**src/rtl/tape_buf_arb_if.sv**
```systemverilog
// Byte-wide request/acknowledge memory port used by the tape buffer arbiter.
// The arbiter is the master; the SDRAM/BRAM controller is the slave.
interface tape_buf_arb_if #(
  parameter int AW = 25
);
  logic          mem_req;
  logic          mem_we;
  logic [AW-1:0] mem_addr;
  logic [7:0]    mem_din;
  logic [7:0]    mem_dout;
  logic          mem_ack;

  modport master (
    output mem_req, mem_we, mem_addr, mem_din,
    input  mem_dout, mem_ack
  );

  modport slave (
    input  mem_req, mem_we, mem_addr, mem_din,
    output mem_dout, mem_ack
  );
endinterface

```
**src/rtl/tape_buf_arb.sv**
```systemverilog
// Tape buffer memory-port scheduler: a one-deep download write buffer and the
// tape player's slotted read port share one req/ack byte-wide memory port.
//
// state   | meaning
// S_IDLE  | port free; buffered write first, then a tape read
// S_WRITE | buffered write in flight
// S_READ  | tape read in flight, buff_rd_en held high
// S_GAP   | buff_rd_en low for GAP cycles after a read
module tape_buf_arb #(
  parameter int AW   = 25,
  parameter int BASE = 0,
  parameter int GAP  = 2
) (
  input  logic           clk_sys,
  input  logic           reset,
  input  logic           ioctl_download,
  input  logic           ioctl_wr,
  input  logic [24:0]    ioctl_addr,
  input  logic [7:0]     ioctl_dout,
  output logic           ioctl_wait,
  output logic [24:0]    tape_size,
  output logic           buff_rd_en,
  input  logic           buff_rd,
  input  logic [24:0]    buff_addr,
  output logic [7:0]     buff_din,
  tape_buf_arb_if.master mem
);
  typedef enum logic [1:0] {S_IDLE, S_WRITE, S_READ, S_GAP} state_t;

  localparam logic [AW-1:0] BASE_A   = AW'(BASE);
  localparam logic [3:0]    GAP_LOAD = 4'(GAP - 1);

  state_t        state_q, state_n;
  logic          req_q, req_n;
  logic          we_q, we_n;
  logic [AW-1:0] addr_q, addr_n;
  logic [7:0]    wdin_q, wdin_n;
  logic          rd_en_q, rd_en_n;
  logic [7:0]    din_q, din_n;
  logic [3:0]    gap_q, gap_n;

  logic          wpend;
  logic [24:0]   waddr;
  logic [7:0]    wdata;
  logic          dl_q;
  logic          wr_done;
  logic          wr_accept;
  logic [24:0]   size_base;
  logic [24:0]   size_cand;

  // A strobe landing on the edge that retires the buffered write is accepted.
  assign wr_done   = (state_q == S_WRITE) && mem.mem_ack;
  assign wr_accept = ioctl_wr && (!wpend || wr_done);
  assign size_base = (ioctl_download && !dl_q) ? 25'd0 : tape_size;
  assign size_cand = ioctl_addr + 25'd1;

  always_ff @(posedge clk_sys) begin
    if (reset) begin
      wpend     <= 1'b0;
      waddr     <= '0;
      wdata     <= '0;
      dl_q      <= 1'b0;
      tape_size <= '0;
    end else begin
      dl_q <= ioctl_download;
      if (wr_accept) begin
        wpend <= 1'b1;
        waddr <= ioctl_addr;
        wdata <= ioctl_dout;
      end else if (wr_done) begin
        wpend <= 1'b0;
      end
      // size_cand of 0 means the offset wrapped and carries no size information
      if (wr_accept && (size_cand != 25'd0) && (size_cand > size_base))
        tape_size <= size_cand;
      else
        tape_size <= size_base;
    end
  end

  always_ff @(posedge clk_sys) begin
    if (reset) begin
      state_q <= S_IDLE;
      req_q   <= 1'b0;
      we_q    <= 1'b0;
      addr_q  <= '0;
      wdin_q  <= '0;
      rd_en_q <= 1'b0;
      din_q   <= '0;
      gap_q   <= '0;
    end else begin
      state_q <= state_n;
      req_q   <= req_n;
      we_q    <= we_n;
      addr_q  <= addr_n;
      wdin_q  <= wdin_n;
      rd_en_q <= rd_en_n;
      din_q   <= din_n;
      gap_q   <= gap_n;
    end
  end

  always_comb begin
    state_n = state_q;
    req_n   = req_q;
    we_n    = we_q;
    addr_n  = addr_q;
    wdin_n  = wdin_q;
    rd_en_n = rd_en_q;
    din_n   = din_q;
    gap_n   = gap_q;
    unique case (state_q)
      S_IDLE: begin
        rd_en_n = !ioctl_download;
        if (wpend) begin
          req_n   = 1'b1;
          we_n    = 1'b1;
          addr_n  = BASE_A + AW'(waddr);
          wdin_n  = wdata;
          state_n = S_WRITE;
        end else if (rd_en_q && buff_rd && !ioctl_download) begin
          req_n   = 1'b1;
          we_n    = 1'b0;
          addr_n  = BASE_A + AW'(buff_addr);
          state_n = S_READ;
        end
      end
      S_WRITE: begin
        rd_en_n = !ioctl_download;
        if (mem.mem_ack) begin
          req_n   = 1'b0;
          state_n = S_IDLE;
        end
      end
      S_READ: begin
        if (mem.mem_ack) begin
          din_n   = mem.mem_dout;
          req_n   = 1'b0;
          rd_en_n = 1'b0;
          gap_n   = GAP_LOAD;
          state_n = S_GAP;
        end
      end
      S_GAP: begin
        if (gap_q == 4'd0) begin
          rd_en_n = !ioctl_download;
          state_n = S_IDLE;
        end else begin
          gap_n = gap_q - 4'd1;
        end
      end
      default: state_n = S_IDLE;
    endcase
  end

  assign mem.mem_req  = req_q;
  assign mem.mem_we   = we_q;
  assign mem.mem_addr = addr_q;
  assign mem.mem_din  = wdin_q;
  assign ioctl_wait   = wpend;
  assign buff_rd_en   = rd_en_q;
  assign buff_din     = din_q;
endmodule

```
**src/flat_wrapper.sv**
```systemverilog
// flat-port wrapper written by rule: the top's interface ports become plain ports
module tape_buf_arb_flat 
#(
  parameter int AW   = 25,
  parameter int BASE = 0,
  parameter int GAP  = 2
)
  (clk_sys, reset, ioctl_download, ioctl_wr, ioctl_addr, ioctl_dout, ioctl_wait, tape_size, buff_rd_en, buff_rd, buff_addr, buff_din, mem_mem_req, mem_mem_we, mem_mem_addr, mem_mem_din, mem_mem_dout, mem_mem_ack);
  tape_buf_arb_if #(.AW(AW)) mem_i ();
  input  logic clk_sys;
  input  logic reset;
  input  logic ioctl_download;
  input  logic ioctl_wr;
  input  logic [24:0] ioctl_addr;
  input  logic [7:0] ioctl_dout;
  output logic ioctl_wait;
  output logic [24:0] tape_size;
  output logic buff_rd_en;
  input  logic buff_rd;
  input  logic [24:0] buff_addr;
  output logic [7:0] buff_din;
  output wire logic [$bits(mem_i.mem_req)-1:0] mem_mem_req;
  output wire logic [$bits(mem_i.mem_we)-1:0] mem_mem_we;
  output wire logic [$bits(mem_i.mem_addr)-1:0] mem_mem_addr;
  output wire logic [$bits(mem_i.mem_din)-1:0] mem_mem_din;
  input wire logic [$bits(mem_i.mem_dout)-1:0] mem_mem_dout;
  input wire logic [$bits(mem_i.mem_ack)-1:0] mem_mem_ack;
  assign mem_mem_req = mem_i.mem_req;
  assign mem_mem_we = mem_i.mem_we;
  assign mem_mem_addr = mem_i.mem_addr;
  assign mem_mem_din = mem_i.mem_din;
  assign mem_i.mem_dout = mem_mem_dout;
  assign mem_i.mem_ack = mem_mem_ack;
  tape_buf_arb #(.AW(AW), .BASE(BASE), .GAP(GAP)) u_core (.clk_sys(clk_sys), .reset(reset), .ioctl_download(ioctl_download), .ioctl_wr(ioctl_wr), .ioctl_addr(ioctl_addr), .ioctl_dout(ioctl_dout), .ioctl_wait(ioctl_wait), .tape_size(tape_size), .buff_rd_en(buff_rd_en), .buff_rd(buff_rd), .buff_addr(buff_addr), .buff_din(buff_din), .mem(mem_i));
endmodule
```
**config.mk**
```make
export PLATFORM = sky130hd
export DESIGN_NAME = tape_buf_arb_flat
export DESIGN_NICKNAME = d
export VERILOG_FILES = /design/src/rtl/tape_buf_arb_if.sv /design/src/rtl/tape_buf_arb.sv /design/src/flat_wrapper.sv
export SDC_FILE = /design/constraint.sdc
export NUM_CORES = 1
export LEC_CHECK = 0
export CORE_MARGIN = 2
export CORE_UTILIZATION = 54
export DETAILED_ROUTE_END_ITERATION = 16
export GPL_TIMING_DRIVEN = 0
export PLACE_DENSITY = 0.94
export RECOVER_POWER = 50
export REMOVE_ABC_BUFFERS = 1
export SKIP_CTS_REPAIR_TIMING = 1
export SLEW_MARGIN = 40
export SYNTH_ARGS = -nofsm -noshare
export SYNTH_HDL_FRONTEND = slang
export SYNTH_SLANG_ARGS = --single-unit
export TNS_END_PERCENT = 20
```
**constraint.sdc**
```tcl
create_clock -name clk_sys -period 12.3 [get_ports clk_sys]
set_input_delay 1.845 -clock clk_sys [delete_from_list [all_inputs] [get_ports clk_sys]]
set_output_delay 1.845 -clock clk_sys [all_outputs]
set_load 0.05 [all_outputs]
```
==> flow_results.org, run 1 <==
** Die
- Initial standard-cell utilization of the core :: 55.2%
- Full die area :: 11,900 sq um
- The initialized floorplan defines 38 standard-cell rows.
- Count of boundary I/O pins :: 142
- In this run the standard cell core region covers 10,800 sq um.
- Horizontal die dimension :: 109 um
- Floorplan die height :: 109 um

** Global routing
- For met3 alone, demand over resource in global routing was 5.62%.
- For met1 alone, demand over resource in global routing was 35.1%.
- The first global-routing pass estimated 26.3 mm of wire.
- The number of antenna violations at the first check in global routing is 0.
- Entering global routing, the biggest net connects 63 pins.
- In the global route stage, overall resource usage came out at 27.8%.
- Global routing used 47.0% of the available met2 tracks.
- Global routing finished with a remaining overflow of 0.
- Busiest grt layer :: met2
- Vias in the first global route :: 5,449

** Drt
- Dividing the detail-routed wire length by the instance count gives 16.5 um.
- Via density per instance :: 5.88
- After detailed routing, the number of remaining DRC violations is 0.
- Number of search-and-repair iterations in the first detailed-routing pass :: 5
- Initial DRC Count :: 667
- Total Wirelength :: 16.4 mm
- The routed layout has 5,820 vias.
- Number of nets with antenna violations after routing :: 0

** Synth
- Counting flops and latches in the post-synthesis netlist gives 110.
- Number of enable-type register cells in the synthesized netlist :: 0
- The number of different library cells used by synthesis comes to 56.
- The synthesized netlist occupies a cell area of 5960 sq um.
- Synthesis produced 743 cells.
- Avg Inst Size Synth :: 8.02 sq um
- Commonest cells in the synthesized netlist :: nand2_1, dfxtp_1, a21oi_1, nor2_1, clkbuf_1
- Largest cells by area after synthesis :: dfxtp_1, nand2_1, ha_1
- Post-synth ARST share :: 0%
- Summed over all instances, the cell type with the most area after synthesis is dfxtp_1.
- Most repeated cell in the gate-level netlist after synthesis :: nand2_1
- Warnings, synthesis :: 0
- Yosys top cell area share :: 36.9%
- Share of the yosys chip area belonging to registers :: 36.9%
- Most instantiated flip-flop cell in the synthesis netlist :: dfxtp_1

** Worst setup path
- The worst setup path is launched from an input port.
- Data on the critical path arrives at its endpoint at 8070 ps.
- Along the worst path, the maximum fanout reaches 62.
- The startpoint identified for the worst register-to-register timing path is u_core.dl_q.
- In this run the worst setup path begins at reset.
- Critical path start-end classification :: input port to flop
- Kind of end point of the critical path :: flop
- For the worst setup path, the data required time is 12,590 ps.

** Layout
- 0 antenna diodes ended up in the layout.
- Summing all non-filler instances in the final layout gives an area of 7560 sq um.
- Layout-stage area growth over the synthesis result :: 26.9%
- The final layout contains 949 nets.
- In the final layout, the share of cells above drive strength 1 is 4.82%.
- Final core utilization :: 70.1%

** Placement
- Hpwl dp :: 11.5 mm
- # port buffers :: 141
- Final GP Congestion :: 0.931
- After detailed placement, the total cell area comes to 7400 sq um.

** Timing
- Tcrit/Tclk final :: 63.3%
- Adding up every negative setup slack in the final design gives 0 ps.
- Tmin final :: 7790 ps
- Clock tree skew after final layout :: 16.5 ps
- Setup repair after global routing missed its margin :: no
- The final-report max-slew violation count came to 126.
- The count of final hold-check violations was 0.
- Tightest hold margin :: 457 ps
- At the pin with the least slew margin, the transition time is 2710 ps.
- Setup violations remaining at the end of the flow were counted as 0.
- Timing-limited maximum frequency :: 128 MHz
- Max-Slew Margin vs Limit :: -80.9%

** Power
- In this run the power density over the cells is 142 nW/um^2.
- Across the VDD grid, the largest voltage drop is 0.0000942 V.
- In this run the static leakage power is 2.80 nW.

** Clock tree
- Count of clock tree sinks :: 110
- In this run the number of H-tree levels came out at 3.
- Clock tree buffer depth :: 2
- After clock tree synthesis, the clock-pin slew on the worst setup and hold paths is 120 ps.
- Clock tree synthesis selected as its root buffer the cell clkbuf_8.
- Worst-skew pair later-pin latency :: 380 ps
- Number of buffers added by the clock tree synthesis step :: 9
- TritonCTS built the clock tree.

** Min path
- The path class of the tightest hold or removal check is flop to flop.
- In this run the most critical hold path is launched from u_core.buff_din[0].

** Outcome
- The flow ran to the end, but the final reports show violations.
- The final reports fail on capacitance limit, slew limit.

** Job
- # Max-Cap Violations :: 2
-- logic make-up after synthesis --
| kind of cell | Yosys count | synth area share (%) |
|---|---|---|
| AOI/OAI and AO/OA | 144 | 16.4 |
| adders and majority gates | 32 | 6.72 |
| and+or+nand+nor | 328 | 25.8 |
| buffers and inverters | 71 | 4.97 |
| xor gates and xnor gates | 27 | 3.97 |
| muxes | 31 | 5.25 |
| DFF | 110 | 36.9 |
-- state kept, by name, summed over array words and instances, names as in the netlist --
register and count:
u_core.dl_q 1, u_core.mem.mem_addr 25, u_core.buff_din 8, u_core.buff_rd_en 1, u_core.ioctl_wait 1, u_core.wdata 8
u_core.mem.mem_req 1, u_core.state_q 2, u_core.mem.mem_we 1, u_core.gap_q 4, u_core.waddr 25, u_core.tape_size 25
u_core.mem.mem_din 8
-- worst max-delay path: stages --
cell	delay [ps]
clkbuf_1	1840
clkbuf_1	2020
clkinv_1	1510
nand3_1	400
nor3_1	70
a311o_1	340
-- layout by cell type, fill, tap and decap left out, types with 15 or more instances in the layout --
master and n:
a211oi_1 30, a21oi_1 67, a311o_1 15, clkdlybuf4s50_1 99, dfxtp_1 109, dlygate4sd3_1 41
ha_1 32, inv_1 17, mux2i_1 29, nand2_1 143, nand3_1 34, nor2_1 55
nor3_1 27, nor4_1 18, xnor2_1 17
-- routing by layer --
layer / up-vias / wire (um)
met1: 2699 / 6870
li1: 2851 / -
met5: - / 0
met2: 237 / 7840
met3: 33 / 1190
met4: 0 / 481
-- final timing paths --
check,endpoint,slack [ps],cells after the start
setup / recovery,u_core.tape_size[2],4510,6
hold / removal,u_core.buff_din[0],460,2
setup reg to reg,u_core.tape_size[18],8710,11
hold reg to reg,u_core.buff_din[0],460,2
-- through the flow --
stage | total power, mW | std cells | setup WS [ps]
floorplan | 0.711 | 690 | 6100
global placement | 0.848 | 971 | 3990
detailed placement | 0.861 | 974 | 5600
CTS | 1.08 | 990 | 6010
global route | 1.13 | 990 | 4120
finish | 1.07 | 990 | 4510
-- cell type report --
class                           instances  area (sq um)
Multi-Input combinational cell        562          3490
Fill cell                             824          3230
Sequential cell                       110          2210
Timing Repair Buffer                  144          1430
Tap cell                              140           175
Clock buffer                           10           128
Clock inverter                          6          67.6
Inverter                               18          67.6
-- report_power, final --
part           internal, mW  switching [mW]  total (mW)
clock network        0.0801           0.142       0.222
logic                 0.143           0.270       0.413
registers             0.404          0.0314       0.436
total                 0.627           0.444        1.07
Note: power is estimated with default switching activity, not from simulation.
==> inputs of run 2 (changes only) <==
Settings changed: CORE_UTILIZATION 54 to 46, PLACE_DENSITY 0.94 to 0.86.
Clock period 12.3 ns to 6.9 ns, I/O delays scaled along.
==> flow_results.org, run 2 (synthesized netlist as in run 1, its figures left out) <==
** Worst setup path
- Critical path buffer and inverter count :: 2 (was 3)
- Crit-path cells :: clkdlybuf4s50_1, ha_1, nand3_2, or4_1, nor2_2, and4_1, xor2_1, ha_1, nand4_1, nor4_1, o221ai_1, a21oi_4, buf_16, nor3_1, a311o_1 (was clkbuf_1, clkbuf_1, clkinv_1, nand3_1, nor3_1, a311o_1)
- The kind of cell with the highest combined delay on the critical path is simple AND/OR/NAND/NOR gates (was buffers and inverters).
- The path depth of the worst reg2reg path was 4 (was 11).
- The cell seen most often among critical-path stages was ha_1 (was clkbuf_1).
- Largest incremental delay on the critical path :: 720 ps (was 2020 ps)
- Startpoint types :: input port (unchanged)
- Critical path start-end classification :: input port to flop (unchanged)
- Kind of end point of the critical path :: flop (unchanged)
- Worst Path Arrival :: 5860 ps (was 8070 ps)
- The launching element of the worst setup path was ioctl_addr[0] (was reset).
- The setup slack of the most critical reg-to-reg path is 2950 ps (was 8710 ps).
- The cell with the biggest individual delay on the critical path is clkdlybuf4s50_1 (was clkbuf_1).
- The largest fanout on the critical path came to 23 (was 62).
- Capture point of the worst reg-to-reg path :: u_core.mem.mem_addr[14] (was u_core.tape_size[18])
- Origin of the critical flop-to-flop path :: u_core.ioctl_wait (was u_core.dl_q)
- The required arrival time at the worst endpoint came to 7130 ps (was 12,590 ps).

** Power
- Static Leakage :: 2.88 nW (was 2.80 nW)
- The internal power came to 1.27 mW (was 0.627 mW).
- The switching share of total power is 37.8% (was 41.4%).
- The portion of total power attributed to combinational logic is 36.2% (was 38.6%).
- Maximum resistive drop on vdd :: 0.000126 V (was 0.0000942 V)
- The share of total power in sequential cells was 38.1% (was 40.7%).
- Power share of the clock group :: 25.7% (was 20.7%)
- The power density normalized to cell area came to 263 nW/um^2 (was 142 nW/um^2).
- NetSw :: 0.771 mW (was 0.444 mW)

** Drt
- Via density per instance :: 5.60 (was 5.88)
- Number of nets with antenna violations after routing :: 0 (unchanged)
- The count of routing violations after the opening detailed-route iteration came to 413 (was 667).
- The number of design rule violations left after detail routing came to 0 (unchanged).
- Detailed-route wire length per cell :: 16.1 um (was 16.5 um)
- Vias after detailed routing :: 5,716 (was 5,820)
- The count of TritonRoute iterations in the first routing pass was 5 (unchanged).
- The sum of routed wire length over all layers is 16.4 mm (about the same).

** Die
- Floorplan die height :: 118 um (was 109 um)
- Area inside the core boundary :: 12,600 sq um (was 10,800 sq um)
- The starting density of the core came to 47.2% (was 55.2%).
- Full die area :: 13,900 sq um (was 11,900 sq um)
- Horizontal die dimension :: 118 um (was 109 um)
- The number of top-level pins came to 142 (unchanged).
- The floorplan row count came to 41 (was 38).

** Placement
- The setup slack at placement was 1010 ps (was 5600 ps).
- The HPWL reported at the end of detailed placement was 11.6 mm (was 11.5 mm).
- The placement-stage cell area came to 7440 sq um (was 7400 sq um).
- Number of instances in the placed design :: 1,005 (was 974)
- The weighted congestion reported at the end of routability-driven placement came to 0.948 (was 0.931).
- # port buffers :: 141 (unchanged)

** Timing
- Clock tree skew after final layout :: 5.04 ps (was 16.5 ps)
- Transition time at the pin with the least slew margin :: 1720 ps (was 2710 ps)
- The final hold slack was 451 ps (was 457 ps).
- # setup viols final :: 0 (unchanged)
- Setup repair after global routing missed its margin: no (unchanged).
- Based on the critical path, the design can be clocked at up to 178 MHz.
- Of the available clock period, the critical path in the final layout requires 81.5%.
- Worst Setup Slack, final :: 1270 ps (was 4510 ps)
- The relative slew slack came to -14.9% (was -80.9%).
- The clock period could shrink to 5630 ps.
- The count of final hold-check violations is 0 (unchanged).
- Max Transition Viols Final :: 83 (was 126)

** Min path
- The worst hold path depth came to 2 (unchanged).
- The startpoint of the lowest-slack hold path is u_core.buff_din[3] (was u_core.buff_din[0]).
- The capture endpoint of the worst hold path is u_core.buff_din[3] (was u_core.buff_din[0]).
- The kind of path behind the tightest hold check was flop to flop (unchanged).

** Global routing
- The overall fraction of global-route tracks in use came to 23.4% (was 27.8%).
- The number of antenna violations at the first check in global routing is 0 (unchanged).
- The global-route met1 utilization came to 29.7% (was 35.1%).
- First-pass GRT wire length :: 26.6 mm (was 26.3 mm)
- The busiest metal layer after global routing is met2 (unchanged).
- Vias in the first global route :: 5,445 (was 5,449)
- Overflow left after global routing :: 0 (unchanged)
- Largest net degree at the start of global routing :: 75 (was 63)
- The met2 routing resource usage after global routing was 39.6% (was 47.0%).
- Met3 track demand over resource in global routing :: 3.10% (was 5.62%)

** Job
- # Max-Cap Violations :: 2 (unchanged)

** Clock tree
- The TritonCTS clock tree is done (unchanged).
- The number of sinks on the clock net came to 110 (unchanged).
- The maximum root-to-sink buffer count is 2 (unchanged).
- Number of buffers added by the clock tree synthesis step :: 9 (unchanged)
- The H-tree depth reported by CTS came to 3 (unchanged).
- The insertion delay of the later-clocked pin in the worst-skew pair was 350 ps (was 380 ps).
- CTS clock-pin slew for the worst setup and hold paths :: 70 ps (was 120 ps)
- The master cell of the clock root buffer is clkbuf_16 (was clkbuf_8).

** Layout
- Final core utilization :: 61.3% (was 70.1%)
- Layout-stage area growth over the synthesis result :: 29.7% (was 26.9%)
- Most common library cell in the layout ignoring fill and taps :: nand2_1 (unchanged)
- The final instance area came to 7730 sq um (was 7560 sq um).
- Most frequent cells in the layout: nand2_1, dfxtp_1, clkdlybuf4s50_1, a21oi_1, nor2_1 (unchanged).
- Layout cells sized above 1 :: 4.71% (was 4.82%)
- Count of antenna diodes in the layout :: 0 (unchanged)
- Number of nets at the end of the flow :: 948 (was 949)
- Non-filler cells in the finished layout :: 1,021 (was 990)

** Outcome
- Run status: complete, but fails checks (unchanged).
- Failing checks :: capacitance limit, slew limit (unchanged)
==> run 2: changes by cell type in the layout (fill, tap and decap cells not counted), moves of 2 or more <==
cell             change
clkbuf_8             -7
clkdlybuf4s50_1      -8
inv_6                -3
clkbuf_16           +10
clkbuf_1             -2
clkinv_8             -2
dlygate4sd3_1        +8
==> run 2: metrics by stage <==
| stage | TNS (ps) | power [mW] |
|---|---|---|
| 6_report | 0 | 2.04 |
| 2_1_floorplan | 0 | 1.27 |
| 3_3_place_gp | -9650 | 1.52 |
| 4_1_cts | 0 | 2.06 |
| 3_5_place_dp | 0 | 1.53 |
| 5_1_grt | 0 | 2.14 |
==> run 2: how the worst max path moves through the flow <==
stage | to | slack [ps] | cells past startpoint
3_5_place_dp | u_core.tape_size[7] | 1010 | 15
4_1_cts | u_core.tape_size[10] | 1300 | 15
2_1_floorplan | u_core.tape_size[2] | 1510 | 12
6_report | u_core.tape_size[10] | 1270 | 15
5_1_grt | u_core.tape_size[14] | 970 | 15
3_3_place_gp | u_core.tape_size[2] | -670 | 5
==> run 2: layout make-up <==
| cell class | count | area (sq um) |
|---|---|---|
| clock buffer | 13 | 282 |
| inverter | 18 | 67.6 |
| timing repair buffer | 143 | 1460 |
| sequential | 110 | 2200 |
| tap | 172 | 215 |
| fill | 1122 | 4890 |
| clock inverter | 3 | 25.0 |
| multi-input combinational | 562 | 3480 |
==> run 2: worst reg2reg max path, cell delays in order (launching register included) <==
cell and delay [ps]:
dfxtp_1 1480, nand2_1 640, nand2_1 1340, nor2_1 110
a211oi_1 280
==> run 2: routing by layer <==
metal	part of all wire (%)	vias to the layer above	wire length [um]
li1	-	2853	-
met5	0	-	0
met2	48	182	7890
met3	5.2	23	852
met1	44	2658	7270
met4	2.5	0	410
==> run 2: power groups by stage <==
stage,Clock [mW],Sequential (mW),Combinational [mW]
finish,0.524,0.775,0.737
global route,0.561,0.785,0.795
CTS,0.532,0.777,0.748
detailed placement,0,0.791,0.743
global placement,0,0.787,0.728
floorplan,0,0.985,0.283
